**src/rtl/seven_seg_scan_mux.sv**
```systemverilog
// Purpose : time-multiplexed N-digit seven-segment driver with frame-synchronous
//           double buffering, per-digit blanking, PWM brightness and pin polarity.
// Latency : first slot tick DIV+1 cycles after en is seen high; outputs registered.
// Backpressure: none; free-running scanner, en=0 parks it and idles the outputs.
//
// Ports:
//   clk, rst_n    clock and asynchronous active-low reset
//   en            scan enable (0 = display off, scanner parked)
//   segs_in       packed segment data, digit i at [i*SEG_W +: SEG_W]
//   blank_mask    per-digit blank (1 = all segments off for that digit)
//   duty          on-time per slot in clk cycles (>= DIV+1 means full on)
//   segment       segment drive for the selected digit
//   digit_en      one-hot digit select, all-off when idle
//   sig           1-cycle strobe on every slot change
//   frame_start   1-cycle strobe when digit 0 becomes selected
//   cur_digit     index of the currently selected digit
module seven_seg_scan_mux #(
  parameter int DIV        = 17500,
  parameter int NUM_DIGITS = 2,
  parameter int SEG_W      = 7,
  parameter int ACTIVE_LOW = 0,
  localparam int CBITS     = $clog2(DIV + 1),
  localparam int IW        = $clog2(NUM_DIGITS)
) (
  input  logic                        clk,
  input  logic                        rst_n,
  input  logic                        en,
  input  logic [NUM_DIGITS*SEG_W-1:0] segs_in,
  input  logic [NUM_DIGITS-1:0]       blank_mask,
  input  logic [CBITS-1:0]            duty,
  output logic [SEG_W-1:0]            segment,
  output logic [NUM_DIGITS-1:0]       digit_en,
  output logic                        sig,
  output logic                        frame_start,
  output logic [IW-1:0]               cur_digit
);

  localparam logic [CBITS-1:0]      DIV_C    = CBITS'(DIV);
  localparam logic [IW-1:0]         LAST_IDX = IW'(NUM_DIGITS - 1);
  // Polarity masks applied as the very last step before the output register.
  localparam logic [SEG_W-1:0]      SEG_POL  = (ACTIVE_LOW != 0) ? {SEG_W{1'b1}} : {SEG_W{1'b0}};
  localparam logic [NUM_DIGITS-1:0] DIG_POL  = (ACTIVE_LOW != 0) ? {NUM_DIGITS{1'b1}} : {NUM_DIGITS{1'b0}};

  logic [CBITS-1:0]            cnt_q, cnt_d;
  logic [IW-1:0]               idx_q, idx_d;
  logic [NUM_DIGITS*SEG_W-1:0] shadow_q, shadow_d;
  logic                        sig_q, sig_d;
  logic                        frame_start_q, frame_start_d;
  logic [SEG_W-1:0]            segment_q, segment_d;
  logic [NUM_DIGITS-1:0]       digit_en_q, digit_en_d;

  logic                        on_d;
  logic                        blank_sel;
  logic [SEG_W-1:0]            seg_sel;
  logic [NUM_DIGITS-1:0]       den_raw;

  // Prescaler, digit index and shadow capture.
  always_comb begin
    cnt_d         = cnt_q;
    idx_d         = idx_q;
    shadow_d      = shadow_q;
    sig_d         = 1'b0;
    frame_start_d = 1'b0;
    if (!en) begin
      // Park on the last digit so the first tick after re-enable lands on digit 0.
      cnt_d = '0;
      idx_d = LAST_IDX;
    end else if (cnt_q == DIV_C) begin
      cnt_d = '0;
      sig_d = 1'b1;
      if (idx_q == LAST_IDX) begin
        idx_d         = '0;
        shadow_d      = segs_in;
        frame_start_d = 1'b1;
      end else begin
        idx_d = idx_q + IW'(1);
      end
    end else begin
      cnt_d = cnt_q + CBITS'(1);
    end
  end

  // Output decode works on the post-update state so the pins follow the slot
  // in the same cycle the strobe is raised.
  always_comb begin
    on_d      = en && (cnt_d < duty);
    seg_sel   = '0;
    den_raw   = '0;
    blank_sel = 1'b0;
    for (int i = 0; i < NUM_DIGITS; i++) begin
      if (idx_d == IW'(i)) begin
        seg_sel    = shadow_d[i*SEG_W +: SEG_W];
        den_raw[i] = on_d;
        blank_sel  = blank_mask[i];
      end
    end
    segment_d  = ((on_d && !blank_sel) ? seg_sel : '0) ^ SEG_POL;
    digit_en_d = den_raw ^ DIG_POL;
  end

  always_ff @(posedge clk or negedge rst_n) begin
    if (!rst_n) begin
      cnt_q         <= '0;
      idx_q         <= LAST_IDX;
      shadow_q      <= '0;
      sig_q         <= 1'b0;
      frame_start_q <= 1'b0;
      segment_q     <= SEG_POL;
      digit_en_q    <= DIG_POL;
    end else begin
      cnt_q         <= cnt_d;
      idx_q         <= idx_d;
      shadow_q      <= shadow_d;
      sig_q         <= sig_d;
      frame_start_q <= frame_start_d;
      segment_q     <= segment_d;
      digit_en_q    <= digit_en_d;
    end
  end

  assign segment     = segment_q;
  assign digit_en    = digit_en_q;
  assign sig         = sig_q;
  assign frame_start = frame_start_q;
  assign cur_digit   = idx_q;

endmodule

```
**config.mk**
```make
export PLATFORM = sky130hd
export DESIGN_NAME = seven_seg_scan_mux
export DESIGN_NICKNAME = d
export VERILOG_FILES = /design/src/rtl/seven_seg_scan_mux.sv
export SDC_FILE = /design/constraint.sdc
export NUM_CORES = 1
export LEC_CHECK = 0
export BUFFER_PORTS_ARGS = -buffer_cell sky130_fd_sc_hd__buf_2
export CORE_MARGIN = 3
export CORE_UTILIZATION = 54
export CTS_CLUSTER_DIAMETER = 200
export DETAILED_ROUTE_END_ITERATION = 10
export PLACE_DENSITY = 0.83
export SLEW_MARGIN = 10
export SYNTH_ARGS = -nofsm -noshare
export SYNTH_HDL_FRONTEND = slang
export SYNTH_SLANG_ARGS = --single-unit
```
**constraint.sdc**
```tcl
create_clock -name clk -period 4.4 [get_ports clk]
set_clock_uncertainty 0.1 [all_clocks]
set_input_delay 0.88 -clock clk [delete_from_list [all_inputs] [get_ports clk]]
set_output_delay 0.88 -clock clk [all_outputs]
set_load 0.01 [all_outputs]
```
==> impl_results.md, run 1 <==
- Status: complete, no violations
- Pin count of the biggest net entering global routing: 42
- # rows: 22
- Tot Pwr: 0.000725 W
- Die W: between 70 and 80 um
- Vias: around 1.6k
- Filler Cell Count: about 290
- Worst Setup Start Kind: flip-flop
- Max VDD drop: between 150 and 200 uV
- Met3 routed WL: between 150 and 200 um
- Clk root buf: clkbuf_8
- Yosys warning count: 0
- Max Slew Vio Count: 0
- Vias in the first global route: between 1.5k and 2k
- Final-report setup violation count: 0
- TritonCTS clock tree: yes
- Layout Cell Area excl Fill: between 2000 and 3000 sq um
- Relative slew slack: 0.419
- Met2 Routed Length: about 2100 um
- Setup crit end kind: flip-flop
- Post-synth EDFFs: 0
- Clk_lat worst skew: about 290 ps
- Area occupied by multi-input gates: between 1000 and 1500 sq um
- Worst reg2reg setup slack: ~720 ps
- CTS sink count: 41
- Fin. Hold Viols: 0
- WS Path Type: flip-flop to flip-flop
- GPL Wtd Cong: 0.814
- Pre-CTS WS: around 760 ps
- Input/output buffers: 45
- Fin crit share: 0.837
- Cell total after placement: 281
- Antenna cell count: 0
- DRC Markers: 0
- Reg area: ~1000 sq um
- Share of cells above drive strength 1: 0.342
- First DRT Iteration DRCs: between 90 and 100
- Cells after Synth: about 190
- Worst Slack Setup Final: 719 ps
- Worst-path clk slew: around 70 ps
- Cell taking the most area after synthesis: dfrtp_1
- Fin nets: about 290
- Count leader, synth: dfrtp_1
- Placed Area: between 2000 and 3000 sq um
- P&R area growth vs syn: 16.6%
- Antenna violations before repair: 0
- Gr usage total: 0.180
- Worst min path class: flip-flop to flip-flop
- ANT nets after route: 0
- Synth area leaders: dfrtp_1, ha_1, mux2_2
- CTS buffer count: 5
- Ys flop type: dfrtp_1
- Post-synthesis average cell area: between 10 and 15 sq um
- # hold bufs at CTS: 0
- Synth top cells by count: dfrtp_1, inv_1, ha_1
- Mapped Area: approximately 2200 sq um
- Routed WL: ~4200 um
- RSZ-0062 raised after global routing: false
- Leakage: roughly 1.4 nW
- Tmin final: 3680 ps
- Top sig layer: met4
- Post-synth ARST share: 1.00
- Setup tns final: 0 ps
- Detailed Routing Iterations Pass 1: 4
- Initial core utilization: 0.586
- I/O Pins: 46
- Core area: 3830 sq um
- Post-DP HPWL: between 3000 and 4000 um
- Slew at the pin with the worst max-slew slack: ~870 ps
- Fmax: between 200 and 300 MHz
- H-tree levels: 2
- Post-synthesis sequential area ratio: 0.458
- Die area: 4960 sq um
- Routed vias/inst: roughly 5.4
- CTS Buffer Depth: 2
- Post-Syn Nets: approximately 240
- WL met1: roughly 1900 um
- Max Cap Viol: 0
- Top-area cell type share of the netlist area: 0.446
- Post-CTS setup buffers: 0
- Global-route wire length before repair: just over 7000 um
- GRT Residual Overflow: 0
- PwrDens: 277 nW/um^2
- Yosys reg bits: 41
- Layout Cells excl Fill: about 290
- Distinct cells, synth: 41
- Avg WL per Cell: about 15 um
- Req. time, crit path: around 4500 ps
- Die H: 70.5 um
- CP max FO: 10
- Post_cts resized: 0
- Worst EP arrival: between 3000 and 4000 ps
==> flip-flops by register name (all words and copies together) (netlist names) <==
register     flops
segment          7
frame_start      1
shadow_q        14
cnt_q           15
sig              1
digit_en         2
cur_digit        1
==> where the power goes <==
group	switching [W]	total (W)	leakage, nW	internal (W)
registers	0.00000370	0.000383	0.565	0.000379
logic	0.0000326	0.0000570	0.764	0.0000244
clock network	0.000120	0.000285	0.0540	0.000165
==> cell type report <==
| type | count | share of cell area |
|---|---|---|
| Multi-Input combinational cell | 126 | 0.427 |
| Timing Repair Buffer | 46 | 0.0890 |
| Tap cell | 48 | 0.0230 |
| Clock inverter | 2 | 0.0134 |
| Sequential cell | 41 | 0.393 |
| Inverter | 20 | 0.0287 |
| Clock buffer | 5 | 0.0263 |
==> kinds of logic after synthesis <==
| logic type | share of synthesized area |
|---|---|
| xor+xnor | 0.0468 |
| flops | 0.458 |
| simple gates | 0.158 |
| mux | 0.146 |
| fa+ha+maj | 0.0948 |
| buf+inv | 0.0441 |
| compound gates | 0.0524 |
==> critical path, stage by stage (launching register included) <==
cell and delay, ps:
dfrtp_1 450, inv_1 120, ha_1 180, nand4bb_1 250
o41ai_4 580, buf_4 260, nor2_1 70, ha_1 280
and2_0 180, a221o_1 300, a221oi_1 340, o21ai_2 230
nor3b_1 250
==> routing by layer <==
metal	track usage	up-vias
met1	0.233	743
met2	0.305	38
met4	0.0511	0
met3	0.0374	7
met5	0	-
li1	-	765
==> layout by cell type (no fill, tap or decap), types with 3 or more instances in the layout <==
master,instances
buf_2,45
dfrtp_1,40
inv_1,20
ha_1,17
nor2_1,16
mux2_2,15
nand3_1,10
xor2_1,8
mux4_2,7
nor3b_1,7
nand2_1,6
clkbuf_8,5
nand4_1,4
xnor2_1,4
o21ai_0,3
a21oi_1,3
==> path summary, 6_finish.rpt <==
check                             from          end  cells past startpoint
max                           cnt_q[0]   segment[4]                     12
min                        shadow_q[2]  shadow_q[2]                      1
min reg2reg                shadow_q[2]  shadow_q[2]                      1
max in group asynchronous        rst_n     cnt_q[6]                      1
min in group asynchronous        rst_n   segment[3]                      1
max reg2reg                   cnt_q[0]   segment[4]                     12
==> per-stage QoR <==
step                      utilization  hold slack, ps
after detailed placement        0.657             388
after global placement          0.657             382
after floorplan                     -             374
after global routing            0.684             410
final                           0.684             404
after CTS                       0.684             405
Note: power is estimated with default switching activity, not from simulation.
==> run 2: changes to the inputs <==
ABC_AREA = 1   (was default)
CORE_UTILIZATION = 55   (was 54)
clock period = 3.4 ns   (was 4.4 ns; I/O delays follow)
==> run 2 against run 1 <==
  * Register-to-register slack worse by 260 ps
  * Via count increased by 33%
  * Die area increased by 4.9%
  * Non-clock buffer count grew 1
  * Setup slack got worse by 260 ps
==> impl_results.md, run 2 <==
- Status: complete, no violations
- Req. time, crit path: 3530 ps (-970 ps)
- RSZ-0062 raised after global routing: false
- Worst EP arrival: 3070 ps (-710 ps)
- Core area: 4120 sq um (+7.6%)
- Hold Slack: 396 ps (-7.90 ps)
- Number of flip-flops in the largest register: 15 (unchanged)
- Total net switching power: 0.000224 W (+43%)
- CTS sink count: 41 (unchanged)
- Count leader, synth: inv_1
- Routed vias/inst: 5.09 (-5.5%)
- DRC Markers: 0 (unchanged)
- CP max FO: 7 (-3)
- Share of cells above drive strength 1: 0.182 (-0.160)
- Fmax: 340 MHz (+25%)
- Clk_lat worst skew: 300 ps (about the same)
- Die H: 72.2 um (+2.4%)
- Most frequent cells in the layout: inv_1, nand2_1, buf_2, dfrtp_1, nor2_1
- Post-DP HPWL: 3800 um (+18%)
- Post-synth EDFFs: 0 (unchanged)
- P&R area growth vs syn: 15.7%
- Slowest cell delay on critical path: 390 ps (-190 ps)
- CP cell instances: nand2_1, inv_2, nand2_1, nor3_1, nand2_1, nor2_1, nand2_1, nor2_1, a21oi_1, nor3_1, ha_1, nand2_1, a21oi_1, nor3_1, nand3_2, nor2_1
- Initial core utilization: 0.585 (-0.00105)
- Synth area leaders: dfrtp_1, inv_1, ha_1
- Pin count of the biggest net entering global routing: 42 (unchanged)
- Max Slew Vio Count: 0 (unchanged)
- Yosys reg bits: 41 (unchanged)
- Filler Cell Count: 347 (+20%)
- # rows: 23 (+4.5%)
- Cell taking the most area after synthesis: dfrtp_1
- Cells after Synth: 308 (+61%)
- Largest register by flop count: cnt_q
- First DRT Iteration DRCs: 127 (+34%)
- Post-Syn Nets: 359 (+48%)
- Tmin final: 2940 ps (-740 ps)
- Vias in the first global route: 2036 (+31%)
- Worst path slowest cell: dfrtp_1
- Reg2reg start: cnt_q[2]
- ANT nets after route: 0 (unchanged)
- Worst-path clk slew: 80 ps (about the same)
- Sequential share of power: 0.534 (+0.006)
- Fin crit share: 0.865 (+0.0282)
- Detailed Routing Iterations Pass 1: 4 (unchanged)
- Relative slew slack: 0.412 (-0.00670)
- CTS Buffer Depth: 2 (unchanged)
- Antenna cell count: 0 (unchanged)
- Cell total after placement: 399 (+42%)
- TritonCTS clock tree: yes
- Critical path startpoint: cnt_q[2]
- Ys flop type: dfrtp_1
- Setup crit end kind: flip-flop
- GRT Residual Overflow: 0 (unchanged)
- Worst Slack Setup Final: 460 ps (-260 ps)
- Setup tns final: 0 ps (unchanged)
- I/O Pins: 46 (unchanged)
- Vias: 2073 (+33%)
- Switching share of power: 0.239 (+0.0232)
- Clock power frac: 0.378 (-0.015)
- Global-route wire length before repair: 8640 um (+21%)
- Input/output buffers: 45 (unchanged)
- WS Path Type: flip-flop to flip-flop
- Critical path's top delay family: simple AND/OR/NAND/NOR gates
- Post-synthesis average cell area: 7.82 sq um (-33%)
- Mapped Area: 2410 sq um (+7.4%)
- Post-synth ARST share: 1.00 (unchanged)
- CTS buffer count: 5 (unchanged)
- Routed WL: 5130 um (+22%)
- Top-area cell type share of the netlist area: 0.416 (-0.0306)
- GPL Wtd Cong: 0.837 (+2.8%)
- Most frequent CP cell: nand2_1
- Max VDD drop: 332 uV (+79%)
- Worst path bufs/invs: 1 (-1)
- Avg WL per Cell: 12.6 um (-13%)
- Post-synthesis sequential area ratio: 0.426 (-0.0314)
- Pre-CTS WS: 316 ps (-447 ps)
- # hold bufs at CTS: 0 (unchanged)
- Clk root buf: clkbuf_8
- Gr usage total: 0.211 (+0.0310)
- Die area: 5210 sq um (+4.9%)
- Max Cap Viol: 0 (unchanged)
- Commonest non-fill, non-tap cell in the layout: inv_1
- Internal: 0.000712 W (+25%)
- Fin nets: 407 (+40%)
- Worst Setup Start Kind: flip-flop
- Layout Cells excl Fill: 407 (+41%)
- H-tree levels: 2 (unchanged)
- Worst min path class: input port to asynchronous set/reset pin
- Distinct cells, synth: 30 (-27%)
- Die W: 72.2 um (+2.4%)
- PwrDens: 336 nW/um^2 (+21%)
- Fin. Hold Viols: 0 (unchanged)
- Leakage: 1.63 nW (+18%)
- Synth top cells by count: inv_1, nand2_1, dfrtp_1
- Antenna violations before repair: 0 (unchanged)
- Yosys warning count: 0 (unchanged)
- Final-report setup violation count: 0 (unchanged)
- Gate power share: 0.088 (+0.009)
- Slew at the pin with the worst max-slew slack: 882 ps (+10.0 ps)
-- run 2: cell types whose count changed in the layout (fill, tap and decap cells not counted), sizes merged, moves of 5 or more --
cell   previous run  this run
a21oi             3         9
and2              3        14
inv              20        68
mux2             15         0
mux4              7         0
nand2             6        53
nand3            11        20
nand4             4        19
nor2             16        37
nor3              2         7
xor2              8         3
-- run 2: power by group through the flow --
stage / Combinational, W / Clock, W / Sequential, W
6_report: 0.0000824 / 0.000354 / 0.000499
5_1_grt: 0.0000962 / 0.000375 / 0.000500
4_1_cts: 0.0000836 / 0.000356 / 0.000499
3_5_place_dp: 0.0000831 / 0 / 0.000509
3_3_place_gp: 0.0000803 / 0 / 0.000509
2_1_floorplan: 0.0000378 / 0 / 0.000511
-- run 2: path summary, 6_finish.rpt --
path | endpoint | slack (ps) | depth (start not counted)
worst max-delay path | segment[1] | 460 | 16
worst min-delay path | shadow_q[7] | 400 | 1
worst max register to register | segment[1] | 460 | 16
worst min register to register | cnt_q[9] | 470 | 1
max in group asynchronous | cnt_q[6] | 2250 | 1
min in group clk | cnt_q[9] | 470 | 1
-- run 2: logic make-up (layout without fill, tap and decap cells) --
kind of cell	count (synthesis)	after routing	synth area share
flip-flops	41	41	0.426
AND/OR/NAND/NOR	155	155	0.310
AO/OA/AOI/OAI	15	15	0.0358
buffers and inverters	75	124	0.121
XOR/XNOR	4	4	0.0145
adder cells (fa/ha/maj)	17	17	0.0883
multiplexers	1	1	0.00416
-- run 2: timing repair --
| action | CTS | global route |
|---|---|---|
| gates resized for setup | 0 | 2 |
| buffers inserted | 0 | 0 |
| endpoints found under the setup margin | 0 | 7 |
-- run 2: layout make-up --
type / instances / area, sq um / area share
multi-input combinational: 192 / 1100 / 0.394
sequential: 41 / 1030 / 0.368
inverter: 69 / 259 / 0.0929
timing repair buffer: 47 / 240 / 0.0862
clock buffer: 7 / 96.3 / 0.0346
tap: 50 / 62.6 / 0.0224
clock inverter: 1 / 5.00 / 0.00180
-- run 2: stage by stage --
step                utilization  power [W]  cell area (sq um)
floorplan                     -   0.000549               2410
global placement          0.651   0.000589               2680
detailed placement        0.651   0.000592               2680
CTS                       0.676   0.000939               2780
global route              0.677   0.000972               2790
finish                    0.677   0.000936               2790
-- run 2: worst reg2reg max path, stage by stage (launching register included) --
cell	delay [ps]
dfrtp_1	390
nand2_1	80
inv_2	90
nand2_1	80
nor3_1	190
nand2_1	150
nor2_1	150
nand2_1	100
nor2_1	160
a21oi_1	90
nor3_1	270
ha_1	290
nand2_1	90
a21oi_1	50
nor3_1	230
nand3_2	230
nor2_1	140
-- run 2: metal layers --
layer  global-route usage  up-vias  wire, um
met3               0.0568       12       282
met2                0.338       58      2380
met1                0.279      943      2380
met4               0.0689        0        96
li1                     -     1060         -
met5                    0        -         0
==> run 3: changes to the inputs <==
CORE_ASPECT_RATIO = 0.9   (was default)
==> run 3 against run 2 <==
  * Register-to-register slack improved by 80 ps
  * Via count fell by 0.63%
  * Die area barely moved
  * Clock power barely moved
  * Routed wire length rose by 0.70%
  * Clock-buffer cell count did not move
  * Sequential power barely moved
  * Hold slack improved by 5.9 ps
  * First-iteration DRC count fell by 17%
  * Flip-flop and latch count did not move
  * Critical endpoint is now segment[0]
  * Largest cell class unchanged
==> impl_results.md, run 3 (same netlist as run 2, synthesis figures left out) <==
- Max VDD drop: 197 uV (-41%)
- Clk root buf: clkbuf_8
- Input/output buffers: 45 (unchanged)
- Final-report setup violation count: 0 (unchanged)
- First DRT Iteration DRCs: 106 (-17%)
- Vias in the first global route: 1932 (-5.1%)
- Routed WL: 5170 um (+0.70%)
- CTS buffer count: 5 (unchanged)
- Routed vias/inst: 4.93 (-3.2%)
- Relative slew slack: 0.408 (-0.00422)
- Die H: 68.8 um (-4.7%)
- Global-route wire length before repair: 8520 um (-1.4%)
- # hold bufs at CTS: 0 (unchanged)
- Worst-path clk slew: 80 ps (about the same)
- # rows: 22 (-4.3%)
- ANT nets after route: 0 (unchanged)
- Worst EP arrival: 2980 ps (-90 ps)
- PwrDens: 332 nW/um^2 (-0.97%)
- Clk_lat worst skew: 290 ps (about the same)
- Max Slew Vio Count: 0 (unchanged)
- Req. time, crit path: 3520 ps (about the same)
- Worst Slack Setup Final: 541 ps (+81.1 ps)
- Setup crit end: segment[0]
- Fin. Hold Viols: 0 (unchanged)
- Vias: 2060 (-0.63%)
- CTS sink count: 41 (unchanged)
- Avg WL per Cell: 12.4 um (-1.9%)
- TritonCTS clock tree: yes
- Slew at the pin with the worst max-slew slack: 888 ps (+6.33 ps)
- Fmax: 350 MHz (+2.8%)
- Setup crit end kind: flip-flop
- End of the worst register-to-register path: segment[0]
- Detailed Routing Iterations Pass 1: 4 (unchanged)
- Fin crit share: 0.841 (-0.0239)
- Depth of the most critical reg-to-reg path: 16 (unchanged)
- Leakage: 1.63 nW (+0.41%)
- Largest register by flop count: cnt_q
- Fin nets: 408 (+0.25%)
- I/O Pins: 46 (unchanged)
- Die area: 5210 sq um (about the same)
- Status: complete, no violations
- Pin count of the biggest net entering global routing: 42 (unchanged)
- Antenna violations before repair: 0 (unchanged)
- Most frequent cells in the layout: inv_1, nand2_1, buf_2, dfrtp_1, nor2_1
- Tmin final: 2860 ps (-81.1 ps)
- Internal: 0.000712 W (about the same)
- Sequential share of power: 0.534 (about the same)
- Max Cap Viol: 0 (unchanged)
- Die W: 75.8 um (+5.0%)
- RSZ-0062 raised after global routing: false
- GPL Wtd Cong: 0.828 (-0.99%)
- Pre-CTS WS: 292 ps (-24.4 ps)
- Clock power frac: 0.377 (about the same)
- GRT Residual Overflow: 0 (unchanged)
- P&R area growth vs syn: 16.8%
- Switching share of power: 0.239 (-0.000445)
- Setup tns final: 0 ps (unchanged)
- Critical path startpoint: cnt_q[2]
- Reg2reg start: cnt_q[2]
- Initial core utilization: 0.579 (-0.00581)
- Gate power share: 0.088 (about the same)
- Worst Setup Start Kind: flip-flop
- Commonest non-fill, non-tap cell in the layout: inv_1
- Worst min path class: input port to asynchronous set/reset pin
- Total net switching power: 0.000223 W (-0.27%)
- Worst reg2reg setup slack: 540 ps (+80 ps)
- Number of flip-flops in the largest register: 15 (unchanged)
- Gr usage total: 0.218 (+0.00688)
- Antenna cell count: 0 (unchanged)
- CTS Buffer Depth: 2 (unchanged)
- CP max FO: 7 (unchanged)
- Share of cells above drive strength 1: 0.187 (+0.00508)
- Finished Core Util: 0.677 (-0.000709)
- WS Path Type: flip-flop to flip-flop
- Filler Cell Count: 362 (+4.3%)
- Post-DP HPWL: 3750 um (-1.4%)
- DRC Markers: 0 (unchanged)
- Core area: 4160 sq um (+1.0%)
- H-tree levels: 2 (unchanged)
run 3: repair_timing:
action	CTS	global route
endpoints found under the setup margin	0	7
buffers inserted	0	0
gates resized for setup	0	3
run 3: area by class of cell:
type                            instances  area (sq um)  area share
Clock buffer                            7          96.3      0.0343
Inverter                               69           259      0.0921
Multi-Input combinational cell        192          1100       0.392
Clock inverter                          1          5.00     0.00178
Tap cell                               60          75.1      0.0267
Timing Repair Buffer                   48           248      0.0881
Sequential cell                        41          1030       0.365
run 3: worst min path at each step:
stage	start	slack (ps)	cells after the start	to
final	rst_n	400	1	shadow_q[7]
after global routing	rst_n	480	1	shadow_q[12]
after CTS	rst_n	420	1	shadow_q[7]
after detailed placement	shadow_q[3]	450	3	shadow_q[3]
after global placement	cnt_q[9]	440	1	cnt_q[9]
after floorplan	rst_n	280	0	cnt_q[0]
run 3: metrics by stage:
stage	cells	power (W)	hold slack (ps)	area, sq um
after floorplan	308	0.000549	284	2410
after global placement	410	0.000589	440	2700
after detailed placement	410	0.000592	450	2700
after CTS	418	0.000942	425	2800
after global routing	418	0.000974	475	2810
final	418	0.000935	402	2810
run 3: power by group through the flow:
stage | Clock (W) | Sequential, W | Combinational [W]
global route | 0.000376 | 0.000500 | 0.0000975
floorplan | 0 | 0.000511 | 0.0000378
global placement | 0 | 0.000509 | 0.0000801
detailed placement | 0 | 0.000509 | 0.0000829
CTS | 0.000359 | 0.000499 | 0.0000833
finish | 0.000353 | 0.000499 | 0.0000827
run 3: worst max-delay path, cell delays in order, from the launching register on:
cell     delay (ps)
dfrtp_1         400
nand2_1          80
inv_2            90
nand2_1          80
nor3_1          190
nand2_1         150
nor2_1          140
nand2_1         100
nor2_1          170
a21oi_1          90
nor3_1          270
ha_1            280
nand2_1          90
a21oi_1          60
nor3_2          170
nand3_2         210
nor2_1          140
run 3: routing by layer:
layer | routed length (um) | vias to the layer above | GRT usage
met5 | 0 | - | 0
met4 | 86 | 0 | 0.0808
met3 | 201 | 11 | 0.0406
met2 | 2390 | 50 | 0.339
met1 | 2490 | 938 | 0.302
li1 | - | 1061 | -
